--- config.mk ---
export PLATFORM = sky130hd
export DESIGN_NAME = host_uart_bridge_flat
export DESIGN_NICKNAME = d
export VERILOG_FILES = /design/src/rtl/host_uart_pkg.sv /design/src/rtl/host_uart_bridge_if.sv /design/src/rtl/sync_byte_fifo.sv /design/src/rtl/host_uart_bridge.sv /design/src/flat_wrapper.sv
export SDC_FILE = /design/constraint.sdc
export NUM_CORES = 1
export LEC_CHECK = 0
export CAP_MARGIN = 10
export CELL_PAD_IN_SITES_DETAIL_PLACEMENT = 1
export CELL_PAD_IN_SITES_GLOBAL_PLACEMENT = 2
export CORE_MARGIN = 10
export CORE_UTILIZATION = 42
export DETAILED_ROUTE_END_ITERATION = 10
export HOLD_SLACK_MARGIN = 0.03
export PLACE_DENSITY_LB_ADDON = 0.1
export SKIP_CTS_REPAIR_TIMING = 1
export SLEW_MARGIN = 20
export SYNTH_ARGS = -nofsm -noshare
export SYNTH_HDL_FRONTEND = slang
export SYNTH_SLANG_ARGS = --single-unit
export TNS_END_PERCENT = 100
--- constraint.sdc ---
create_clock -name CLK -period 2.6 [get_ports CLK]
set_input_delay 0.52 -clock CLK [delete_from_list [all_inputs] [get_ports CLK]]
set_output_delay 0.52 -clock CLK [all_outputs]
set_load 0.01 [all_outputs]
--- src/rtl/host_uart_pkg.sv ---
// host_uart_pkg: shared types and constants for the host UART bridge.
//   rx_state_t : receiver FSM states (RX_IDLE, RX_START, RX_DATA, RX_STOP)
//   tx_state_t : transmitter FSM states (TX_IDLE, TX_LOAD, TX_SHIFT)
//   FRAME_BITS : start + data + stop bits of an 8N1 frame
//   DATA_BITS  : payload width
package host_uart_pkg;

    localparam int FRAME_BITS = 10;
    localparam int DATA_BITS  = 8;

    // Prefixed so both enums can live in one package without name clashes.
    typedef enum logic [1:0] {
        RX_IDLE,
        RX_START,
        RX_DATA,
        RX_STOP
    } rx_state_t;

    typedef enum logic [1:0] {
        TX_IDLE,
        TX_LOAD,
        TX_SHIFT
    } tx_state_t;

endpackage

--- src/rtl/host_uart_bridge_if.sv ---
// host_uart_bridge_if: host-FIFO interface between the bridge and the bus master.
//   RDEN    : master pops one byte from the RX FIFO
//   RDEMPTY : RX FIFO empty
//   RDDATA  : popped byte, valid the cycle after RDEN
//   WREN    : master pushes WRDATA into the TX FIFO
//   WRFULL  : TX FIFO full
//   WRDATA  : byte to transmit
// Modports: master (bus master side), slave (bridge side).
interface host_uart_bridge_if;
    import host_uart_pkg::*;

    logic                 RDEN;
    logic                 RDEMPTY;
    logic [DATA_BITS-1:0] RDDATA;
    logic                 WREN;
    logic                 WRFULL;
    logic [DATA_BITS-1:0] WRDATA;

    modport master (
        output RDEN, WREN, WRDATA,
        input  RDEMPTY, RDDATA, WRFULL
    );

    modport slave (
        input  RDEN, WREN, WRDATA,
        output RDEMPTY, RDDATA, WRFULL
    );

endinterface

--- src/rtl/sync_byte_fifo.sv ---
// sync_byte_fifo: single-clock byte FIFO with registered flags and registered output.
//   CLK, RESETn : clock, synchronous active-low reset (flushes the FIFO, dout=0)
//   push, din   : write request and data; ignored while full
//   pop         : read request; ignored while empty
//   dout        : byte read by the last successful pop, held otherwise
//   empty, full : registered status flags
// Parameter DEPTH: number of entries, power of 2, at least 2.
module sync_byte_fifo
    import host_uart_pkg::*;
#(
    parameter int DEPTH = 16
) (
    input  logic                 CLK,
    input  logic                 RESETn,
    input  logic                 push,
    input  logic                 pop,
    input  logic [DATA_BITS-1:0] din,
    output logic [DATA_BITS-1:0] dout,
    output logic                 empty,
    output logic                 full
);

    localparam int AW = $clog2(DEPTH);

    if (DEPTH < 2 || (DEPTH & (DEPTH - 1)) != 0) begin : g_bad_depth
        $error("sync_byte_fifo: DEPTH must be a power of 2 and at least 2");
    end

    logic [DATA_BITS-1:0] mem [DEPTH];
    logic [AW:0]          wr_ptr;
    logic [AW:0]          rd_ptr;
    logic [AW:0]          wr_ptr_n;
    logic [AW:0]          rd_ptr_n;
    logic                 do_push;
    logic                 do_pop;

    assign do_push = push & ~full;
    assign do_pop  = pop & ~empty;

    always_comb begin
        wr_ptr_n = wr_ptr + {{AW{1'b0}}, do_push};
        rd_ptr_n = rd_ptr + {{AW{1'b0}}, do_pop};
    end

    // Flags are computed from the next pointers so they are registered yet
    // never lag the pointer state.
    always_ff @(posedge CLK) begin
        if (!RESETn) begin
            wr_ptr <= '0;
            rd_ptr <= '0;
            empty  <= 1'b1;
            full   <= 1'b0;
            dout   <= '0;
        end else begin
            wr_ptr <= wr_ptr_n;
            rd_ptr <= rd_ptr_n;
            empty  <= (wr_ptr_n == rd_ptr_n);
            full   <= (wr_ptr_n[AW] != rd_ptr_n[AW]) &&
                      (wr_ptr_n[AW-1:0] == rd_ptr_n[AW-1:0]);
            if (do_pop) begin
                dout <= mem[rd_ptr[AW-1:0]];
            end
        end
    end

    always_ff @(posedge CLK) begin
        if (do_push) begin
            mem[wr_ptr[AW-1:0]] <= din;
        end
    end

endmodule

--- src/rtl/host_uart_bridge.sv ---
// host_uart_bridge: UART 8N1 host link. RXD is deserialised into an RX byte
// FIFO read by the master; bytes written by the master into a TX FIFO are
// serialised onto TXD.
//   CLK, RESETn : clock, synchronous active-low reset
//   RXD         : asynchronous serial input, idles high
//   TXD         : serial output, idles high
//   host        : host-FIFO interface (slave side)
//   RX_OVERFLOW, RX_FRAME_ERR : one-cycle event pulses, present only when
//                 HOST_UART_STATUS_EN is defined
// Parameters: CLK_HZ, BAUD (DIV = CLK_HZ/BAUD must be >= 4), FIFO_DEPTH.
//
// RX FSM
//   state    | meaning
//   RX_IDLE  | line idle, waiting for a low level
//   RX_START | half a bit into the start bit; high there means a glitch
//   RX_DATA  | sampling 8 data bits, LSB first, one per DIV cycles
//   RX_STOP  | sampling stop bit; after a framing error, waiting for line high
// TX FSM
//   state    | meaning
//   TX_IDLE  | line high; pops the TX FIFO when it has data
//   TX_LOAD  | popped byte is valid; latch it and drive the start bit
//   TX_SHIFT | each frame bit held DIV cycles, stop bit last
module host_uart_bridge
    import host_uart_pkg::*;
#(
    parameter int CLK_HZ     = 48000000,
    parameter int BAUD       = 3000000,
    parameter int FIFO_DEPTH = 16
) (
    input  logic CLK,
    input  logic RESETn,
    input  logic RXD,
    output logic TXD,
    host_uart_bridge_if.slave host
`ifdef HOST_UART_STATUS_EN
    ,
    output logic RX_OVERFLOW,
    output logic RX_FRAME_ERR
`endif
);

    localparam int DIV = CLK_HZ / BAUD;
    localparam int BW  = $clog2(DIV);
    localparam logic [BW-1:0] BIT_RELOAD  = BW'(DIV - 1);
    localparam logic [BW-1:0] HALF_RELOAD = BW'(DIV / 2 - 1);

    if (DIV < 4) begin : g_bad_div
        $error("host_uart_bridge: CLK_HZ/BAUD must be at least 4");
    end

    // ---------------- RX ----------------
    logic                 rxd_meta;
    logic                 rxd_s;
    rx_state_t            rx_state;
    rx_state_t            rx_state_n;
    logic [BW-1:0]        rx_baud;
    logic [2:0]           rx_bit;
    logic [DATA_BITS-1:0] rx_shift;
    logic                 rx_ferr;
    logic                 rx_tick;
    logic                 rx_stop_tick;
    logic                 rx_push;
    logic                 rx_full;

    always_ff @(posedge CLK) begin
        if (!RESETn) begin
            rxd_meta <= 1'b1;
            rxd_s    <= 1'b1;
        end else begin
            rxd_meta <= RXD;
            rxd_s    <= rxd_meta;
        end
    end

    assign rx_tick      = (rx_baud == '0);
    assign rx_stop_tick = (rx_state == RX_STOP) && !rx_ferr && rx_tick;
    assign rx_push      = rx_stop_tick && rxd_s && !rx_full;

    always_ff @(posedge CLK) begin
        if (!RESETn) begin
            rx_state <= RX_IDLE;
        end else begin
            rx_state <= rx_state_n;
        end
    end

    always_comb begin
        rx_state_n = rx_state;
        case (rx_state)
            RX_IDLE:  if (!rxd_s) rx_state_n = RX_START;
            RX_START: if (rx_tick) rx_state_n = rxd_s ? RX_IDLE : RX_DATA;
            RX_DATA:  if (rx_tick && rx_bit == 3'd7) rx_state_n = RX_STOP;
            RX_STOP: begin
                if (rx_ferr) begin
                    if (rxd_s) rx_state_n = RX_IDLE;
                end else if (rx_tick && rxd_s) begin
                    rx_state_n = RX_IDLE;
                end
            end
            default:  rx_state_n = RX_IDLE;
        endcase
    end

    always_ff @(posedge CLK) begin
        if (!RESETn) begin
            rx_baud  <= '0;
            rx_bit   <= '0;
            rx_shift <= '0;
            rx_ferr  <= 1'b0;
        end else begin
            case (rx_state)
                RX_IDLE: begin
                    rx_baud <= HALF_RELOAD;
                    rx_bit  <= '0;
                    rx_ferr <= 1'b0;
                end
                RX_START: begin
                    rx_baud <= rx_tick ? BIT_RELOAD : rx_baud - 1'b1;
                end
                RX_DATA: begin
                    if (rx_tick) begin
                        rx_shift <= {rxd_s, rx_shift[DATA_BITS-1:1]};
                        rx_bit   <= rx_bit + 3'd1;
                        rx_baud  <= BIT_RELOAD;
                    end else begin
                        rx_baud <= rx_baud - 1'b1;
                    end
                end
                RX_STOP: begin
                    // A low stop bit latches the error so the FSM parks here
                    // until the line returns high, without re-flagging.
                    if (!rx_ferr) begin
                        if (rx_tick) begin
                            rx_ferr <= ~rxd_s;
                        end else begin
                            rx_baud <= rx_baud - 1'b1;
                        end
                    end
                end
                default: rx_baud <= '0;
            endcase
        end
    end

    sync_byte_fifo #(.DEPTH(FIFO_DEPTH)) u_rx_fifo (
        .CLK    (CLK),
        .RESETn (RESETn),
        .push   (rx_push),
        .pop    (host.RDEN),
        .din    (rx_shift),
        .dout   (host.RDDATA),
        .empty  (host.RDEMPTY),
        .full   (rx_full)
    );

`ifdef HOST_UART_STATUS_EN
    assign RX_OVERFLOW  = rx_stop_tick & rxd_s & rx_full;
    assign RX_FRAME_ERR = rx_stop_tick & ~rxd_s;
`endif

    // ---------------- TX ----------------
    tx_state_t            tx_state;
    tx_state_t            tx_state_n;
    logic [BW-1:0]        tx_baud;
    logic [3:0]           tx_bit;
    logic [DATA_BITS:0]   tx_shift;
    logic                 tx_tick;
    logic                 tx_pop;
    logic                 tx_empty;
    logic [DATA_BITS-1:0] tx_dout;

    assign tx_tick = (tx_baud == '0);
    assign tx_pop  = (tx_state == TX_IDLE) && !tx_empty;

    sync_byte_fifo #(.DEPTH(FIFO_DEPTH)) u_tx_fifo (
        .CLK    (CLK),
        .RESETn (RESETn),
        .push   (host.WREN),
        .pop    (tx_pop),
        .din    (host.WRDATA),
        .dout   (tx_dout),
        .empty  (tx_empty),
        .full   (host.WRFULL)
    );

    always_ff @(posedge CLK) begin
        if (!RESETn) begin
            tx_state <= TX_IDLE;
        end else begin
            tx_state <= tx_state_n;
        end
    end

    always_comb begin
        tx_state_n = tx_state;
        case (tx_state)
            TX_IDLE:  if (!tx_empty) tx_state_n = TX_LOAD;
            TX_LOAD:  tx_state_n = TX_SHIFT;
            TX_SHIFT: if (tx_tick && tx_bit == 4'(FRAME_BITS - 1)) tx_state_n = TX_IDLE;
            default:  tx_state_n = TX_IDLE;
        endcase
    end

    // The start bit is driven directly in TX_LOAD, so the shifter only holds
    // {stop, data}; it back-fills with ones so the stop bit stays high.
    always_ff @(posedge CLK) begin
        if (!RESETn) begin
            TXD      <= 1'b1;
            tx_baud  <= '0;
            tx_bit   <= '0;
            tx_shift <= '1;
        end else begin
            case (tx_state)
                TX_LOAD: begin
                    tx_shift <= {1'b1, tx_dout};
                    TXD      <= 1'b0;
                    tx_baud  <= BIT_RELOAD;
                    tx_bit   <= '0;
                end
                TX_SHIFT: begin
                    if (tx_tick) begin
                        TXD      <= tx_shift[0];
                        tx_shift <= {1'b1, tx_shift[DATA_BITS:1]};
                        tx_bit   <= tx_bit + 4'd1;
                        tx_baud  <= BIT_RELOAD;
                    end else begin
                        tx_baud <= tx_baud - 1'b1;
                    end
                end
                default: TXD <= 1'b1;
            endcase
        end
    end

endmodule

--- src/flat_wrapper.sv ---
// flat-port wrapper written by rule: the top's interface ports become plain ports
module host_uart_bridge_flat import host_uart_pkg::*;
#(
    parameter int CLK_HZ     = 48000000,
    parameter int BAUD       = 3000000,
    parameter int FIFO_DEPTH = 16
)
  (CLK, RESETn, RXD, TXD, host_RDEN, host_WREN, host_WRDATA, host_RDEMPTY, host_RDDATA, host_WRFULL);
  host_uart_bridge_if host_i ();
  input  logic CLK;
  input  logic RESETn;
  input  logic RXD;
  output logic TXD;
  input wire logic [$bits(host_i.RDEN)-1:0] host_RDEN;
  input wire logic [$bits(host_i.WREN)-1:0] host_WREN;
  input wire logic [$bits(host_i.WRDATA)-1:0] host_WRDATA;
  output wire logic [$bits(host_i.RDEMPTY)-1:0] host_RDEMPTY;
  output wire logic [$bits(host_i.RDDATA)-1:0] host_RDDATA;
  output wire logic [$bits(host_i.WRFULL)-1:0] host_WRFULL;
  assign host_i.RDEN = host_RDEN;
  assign host_i.WREN = host_WREN;
  assign host_i.WRDATA = host_WRDATA;
  assign host_RDEMPTY = host_i.RDEMPTY;
  assign host_RDDATA = host_i.RDDATA;
  assign host_WRFULL = host_i.WRFULL;
  host_uart_bridge #(.CLK_HZ(CLK_HZ), .BAUD(BAUD), .FIFO_DEPTH(FIFO_DEPTH)) u_core (.CLK(CLK), .RESETn(RESETn), .RXD(RXD), .TXD(TXD), .host(host_i));
endmodule
* Yosys cells after proc, flatten, opt, wreduce, memory -nomap -nowiden
Memory sizes are Yosys's and may differ from the RTL's. A register that Yosys moved wholly into a read port is not among the register bits.
Cells that the tools add are included.
** Operators by class
- Add/sub/neg operators :: 8
- Equal/unequal tests :: 24
- Multiplexer cells :: 32
- Bitwise operators :: 9
- Reductions and logical operators :: 29
** Operators by type and width (number)
- $add A5 B1 Y5 :: 4
- $mux W4 :: 5
- $mux W2 :: 9
- $pmux W9 S2 :: 1
- $pmux W4 S2 :: 2
- $pmux W4 S3 :: 1
- $eq A5 B5 Y1 :: 2
- $logic_and A1 B1 Y1 :: 10
- $ne A2 B1 Y1 const B :: 5
- $reduce_and A2 Y1 :: 5
- $mux W9 :: 1
- $eq A4 B4 Y1 :: 2
- $logic_not A4 Y1 :: 2
- $ne A2 B2 Y1 const B :: 4
- $pmux W2 S4 :: 1
- $sub A4 B1 Y4 const B :: 2
- $mux W1 :: 7
- $eq A2 B2 Y1 const B :: 3
- $ne A3 B2 Y1 const B :: 2
- $pmux W2 S3 :: 1
- $pmux W3 S2 :: 1
- $reduce_bool A2 Y1 :: 3
- $logic_not A1 Y1 :: 5
- $not A1 Y1 :: 5
- other kinds (12) :: 19
** Storage, ports and cells
- Flip-flop bits (word level) :: 64
- Memory bits (writable) :: 256
- Input bits :: 13
- Output and inout port bits :: 11
- Logic and storage cells :: 124
- Memories kept :: 2
** Memories
- u_core.u_rx_fifo.mem :: words 16, bits a word 8, read ports 1, clocked after memory_dff 1, write ports 1, RTL line sync_byte_fifo.sv:29 : logic [DATA_BITS-1:0] mem [DEPTH];
- u_core.u_tx_fifo.mem :: words 16, bits a word 8, read ports 1, clocked after memory_dff 1, write ports 1, RTL line sync_byte_fifo.sv:29

* Logic depth before layout (Yosys ltp)
- Word-level depth :: 9
- Depth in mapped cells :: 11
- Depth with buffers taken out :: 10

* Hierarchy
From an unflattened synthesis, not the netlist that was laid out.
** Unflattened totals
- Cell total of the unflattened synthesis :: 824
- Area total of the unflattened synthesis :: 13400.4 µm²
** By module, submodules not included
- sync_byte_fifo at u_core.u_rx_fifo :: instances 1, cells an instance 299, area an instance 5733.0 µm², sequential area each 4244.1 µm²
- sync_byte_fifo at u_core.u_tx_fifo :: instances 1, cells an instance 298, area an instance 5728.0 µm², sequential area each 4244.1 µm²
- host_uart_bridge :: instances 1, cells an instance 227, area an instance 1939.4 µm², sequential area each 780.7 µm²

* Least setup slack after synthesis
Ideal clock, no wire load.
- Path kind :: reg-to-reg
- Start :: reg u_core.rx_baud[0]
- End :: reg u_core.u_rx_fifo.full
- Library setup time :: 0.096 ns
- Arrival time :: 2.424 ns
- Data required time :: 2.504 ns
- Path slack :: 0.080 ns
- Cell stages (with the launch flop) :: 12
- Buffers on the path :: 1
- Clock period less this slack :: 2.520 ns
- Cell sequence :: dfxtp_1 > inv_1 > ha_1 > or3b_1 > buf_2 > nor2_2 > ha_1 > ha_1 > xor2_1 > xor2_1 > or3_1 > nor4b_1
** Between the ends
- Word-level cells in the longest chain between the ends :: 8
- Elaborated cells on any way between the ends :: 9
- Classes of those cells :: add/sub: 1; eq/ne: 2; bitwise: 1; reduce/logical: 5
** RTL lines
- start, declared :: RTL line host_uart_bridge.sv:56 : logic [BW-1:0] rx_baud;
- start signal, assigned :: RTL line host_uart_bridge.sv:118 : rx_baud <= rx_tick ? BIT_RELOAD : rx_baud - 1'b1;
- start signal, assigned :: RTL line host_uart_bridge.sv:126 : rx_baud <= rx_baud - 1'b1;
- start signal, assigned :: RTL line host_uart_bridge.sv:136 : rx_baud <= rx_baud - 1'b1;
- $logic_not A4 Y1 (*) :: RTL line host_uart_bridge.sv:75 : assign rx_tick = (rx_baud == '0);
- $logic_and A1 B1 Y1 (*) :: RTL line host_uart_bridge.sv:76 : assign rx_stop_tick = (rx_state == RX_STOP) && !rx_ferr && rx_tick;
- $logic_and A1 B1 Y1 (*) (2 in series) :: RTL line host_uart_bridge.sv:77 : assign rx_push = rx_stop_tick && rxd_s && !rx_full;
- $and A1 B1 Y1 (*) :: RTL line sync_byte_fifo.sv:37 : assign do_push = push & ~full;
- $add A5 B1 Y5 (*) :: RTL line sync_byte_fifo.sv:41 : wr_ptr_n = wr_ptr + {{AW{1'b0}}, do_push};
- $eq A4 B4 Y1 or $ne A1 B1 Y1 (tied branches) :: RTL line sync_byte_fifo.sv:59, sync_byte_fifo.sv:58
- $logic_and A1 B1 Y1 (*) :: RTL line sync_byte_fifo.sv:58 : full <= (wr_ptr_n[AW] != rd_ptr_n[AW]) &&
- end signal, assigned :: RTL line sync_byte_fifo.sv:58
- end, declared :: RTL line sync_byte_fifo.sv:20 : output logic full
Every way passes the cells marked *; elsewhere a longest branch is shown, timed or not.
A chain may end at the register's enable or synchronous reset.

* Worst setup path after layout
- Start :: reg u_core.rx_baud[1]
- End :: reg u_core.u_rx_fifo.empty
** Between the ends
- Word-level cells in the longest chain between the ends :: 7
** RTL lines
- $logic_not A4 Y1 :: RTL line host_uart_bridge.sv:75
- $logic_and A1 B1 Y1 :: RTL line host_uart_bridge.sv:76
- $logic_and A1 B1 Y1 (2 in series) :: RTL line host_uart_bridge.sv:77
- $and A1 B1 Y1 :: RTL line sync_byte_fifo.sv:37
- $add A5 B1 Y5 :: RTL line sync_byte_fifo.sv:41
- $eq A5 B5 Y1 :: RTL line sync_byte_fifo.sv:57 : empty <= (wr_ptr_n == rd_ptr_n);
- end signal, assigned :: RTL line sync_byte_fifo.sv:57
- end, declared :: RTL line sync_byte_fifo.sv:19 : output logic empty,
No other way between the ends.

==> results by group <==
Outcome
  – Run status: complete, no violations

CTS
  – CTS Buf Count: 37
  – H-tree depth: 2
  – CTS root buffer: clkbuf_16
  – Clock tree from TritonCTS: built
  – CTS Sinks: approximately 340
  – CTS Buffer Depth: 3
  – Clock transition at path regs: 0.06 ns
  – Clock Latency Late Sink: 0.52 ns

Route
  – Routed wire length: around 30000 µm
  – Via count: roughly 7000
  – Drt pass-1 iters: 4
  – 1st-iter DRT viols: 370
  – Detail Route Antenna Nets: 0
  – # DRC: 0
  – Via density per instance: 5.403
  – Wire per inst: ~22 µm

Synthesis
  – Post-synth top area cell: edfxtp_1
  – Sequential-to-total area share from yosys stat: a little over two thirds
  – Post-synthesis adder-cell area fraction: between 2 and 2.5%
  – Number of synthesized flops with an enable pin: 256
  – Post-Synth XOR/XNOR Area: under 10%
  – Main synth FF type: edfxtp_1
  – Post-Synth Simple-Gate Area: under 10%
  – Synth Warn #: 0
  – Netlist cell types: 50
  – Mux cell area share after synthesis: ~11%
  – Synth top area share: slightly below 60%
  – Synth Area in Compound Gates: under 10%
  – Yosys reg bits: approximately 340
  – Cell Area, Synth: between 10000 and 15000 µm²
  – Syn avg cell area: 16.20 µm²
  – Synth area leaders: edfxtp_1, dfxtp_1, mux4_2, ha_1, a22oi_1
  – Largest family of logic cells by synthesized area: multiplexers
  – Top-count cell post-synth: edfxtp_1
  – Syn nets: 856
  – Commonest cells post-synth: edfxtp_1, dfxtp_1, mux4_2, nor2_1, nand2_1
  – Async S/R FF share, synth: 0%
  – Synthesized instance count: 820

Worst setup path
  – Critical path class: reg -> reg
  – CP arrival: 2.92 ns
  – Startpoint Class: register
  – Crit Path Max Fanout: 3
  – Worst EP required: between 3 and 4 ns
  – Crit path capture type: register

Cells and area
  – # nets final: 929
  – Fillers: 2957
  – Antenna cells: 0
  – Non-filler cells, final: around 1300
  – Final core utilization: 49.32%
  – Layout cells sized above 1: roughly a fifth
  – Synthesis-to-finish area growth: 16.58%

Timing
  – Final min period: 2.484 ns
  – Final Hold Violating Endpoints: 0
  – Slew @ Worst Pin: approximately 0.81 ns
  – Final Cycle Share: approximately 96%
  – Max frequency: approximately 0.4 GHz
  – Min Hold Slack: 0.3576 ns
  – # setup viols final: 0
  – Worst slew margin: a little under half
  – Fin worst setup slack: approximately 0.12 ns
  – Max Transition Viols Final: 0
  – Worst Skew: 0.01277 ns

Floorplanning
  – Die area: approximately 39000 µm²
  – # IOs: 24
  – Core area: ~31000 µm²
  – Die H: between 150 and 200 µm
  – # rows: 65
  – Initial Utilization: a little over two fifths
  – Die X: slightly below 200 µm

Placed design
  – GP Congestion: ~0.76
  – Detail Placement HPWL: slightly below 20000 µm
  – PortBufs: 23
  – DP Worst Slack: -0.1190 ns
  – Dpl cells: ~1300

Global routing
  – Vias in the first global route: roughly 7900
  – First-pass GRT wire length: between 40000 and 50000 µm
  – Overflow after GRT: 0
  – Initial antenna violation count: 0
  – Pin count of the biggest net entering global routing: 35
  – Total track usage: ~15%

Pwr
  – Max VDD drop: approximately 0.6 mV
  – Leak: between 0.005 and 0.006 µW
  – Final total power: 12860 µW
  – Pwr/cell area: slightly above 800 nW/µm²

Run
  – Maxcap violations: 0

Hold path
  – Worst hold path type: in -> reg
[layer usage]
layer	vias up	wire length, µm	GRT usage [%]
met5	-	0	0
met4	0	534	4.157
met3	41	996	2.410
met2	107	14450	25.53
met1	3668	13520	20.32
li1	3316	-	-
[stage by stage]
step           setup TNS (ns)  area, µm²
3_5_place_dp          -0.2713      14220
6_report                    0      15480
4_1_cts              -0.06702      15420
5_1_grt              -0.03670      15480
3_3_place_gp         -0.09618      14220
2_1_floorplan               0      13280
[cells in the final DEF, fill, tap and decap left out, types with 13 or more instances in the layout]
cell	instances
clkbuf_16	38
a21oi_1	21
o21ai_0	15
nor2b_1	13
mux4_2	64
a21o_1	16
a22oi_1	34
ha_1	20
and2_1	15
nand3_1	14
dfxtp_1	77
nand2_1	49
clkdlybuf4s50_1	22
nor2_1	59
edfxtp_1	256
o21ai_1	16
buf_4	46
xor2_1	22
[final timing paths]
| check | slack (ns) | cells after the start | to | from |
|---|---|---|---|---|
| hold reg to reg | 0.40 | 1 | u_core.rxd_s$_SDFF_PN1_ | u_core.rxd_meta$_SDFF_PN1_ |
| hold / removal | 0.36 | 2 | u_core.TXD$_SDFFE_PN1P_ | RESETn |
| setup / recovery | 0.12 | 10 | u_core.u_rx_fifo.empty$_SDFF_PN1_ | u_core.rx_baud[1]$_SDFFE_PN0P_ |
| setup reg to reg | 0.12 | 10 | u_core.u_rx_fifo.empty$_SDFF_PN1_ | u_core.rx_baud[1]$_SDFFE_PN0P_ |
[layout make-up]
type / count / area, µm² / area share (%)
Sequential cell: 335 / 9271 / 59.88
Multi-Input combinational cell: 435 / 3831 / 24.75
Clock buffer: 46 / 1011 / 6.530
Timing Repair Buffer: 72 / 630.6 / 4.073
Tap cell: 402 / 503.0 / 3.249
Clock inverter: 18 / 190.2 / 1.228
Inverter: 12 / 45.04 / 0.2909
[sequential cells by signal (all words and copies together) (netlist names), 2 cells and up, named ones only]
register,flops
u_core.rx_shift,8
u_core.rx_bit,3
u_core.tx_shift,8
u_core.tx_baud,4
u_core.u_tx_fifo.dout,8
u_core.tx_state,2
u_core.u_rx_fifo.rd_ptr,5
u_core.rx_baud,4
u_core.tx_bit,4
u_core.u_rx_fifo.wr_ptr,5
u_core.u_tx_fifo.rd_ptr,5
u_core.u_rx_fifo.mem,128
u_core.u_tx_fifo.wr_ptr,5
u_core.u_rx_fifo.dout,8
u_core.u_tx_fifo.mem,128
[where the power goes]
| part | total [µW] | switching [µW] | internal (µW) |
|---|---|---|---|
| Sequential | 6090 | 155 | 5940 |
| Combinational | 1620 | 870 | 755 |
| Clock | 5140 | 2070 | 3070 |
| Total | 12900 | 3090 | 9760 |
[cells by family (layout without fill, tap and decap cells)]
kind of cell,Yosys count,in the layout
fa+ha+maj,23,23
compound gates,128,128
mux,68,68
buf+inv,50,148
xor+xnor,24,24
simple gates,192,192
flops,335,335
[worst max-delay path, cell delays in order (launching register included)]
cell and delay (ns):
dfxtp_1 0.31, inv_1 0.09, ha_2 0.19, or3b_4 0.40
nor2_4 0.13, ha_2 0.22, ha_4 0.16, xor2_2 0.08
xor2_1 0.17, or3_4 0.42, o31ai_2 0.23
No activity file was read; power rests on OpenSTA's default activity.
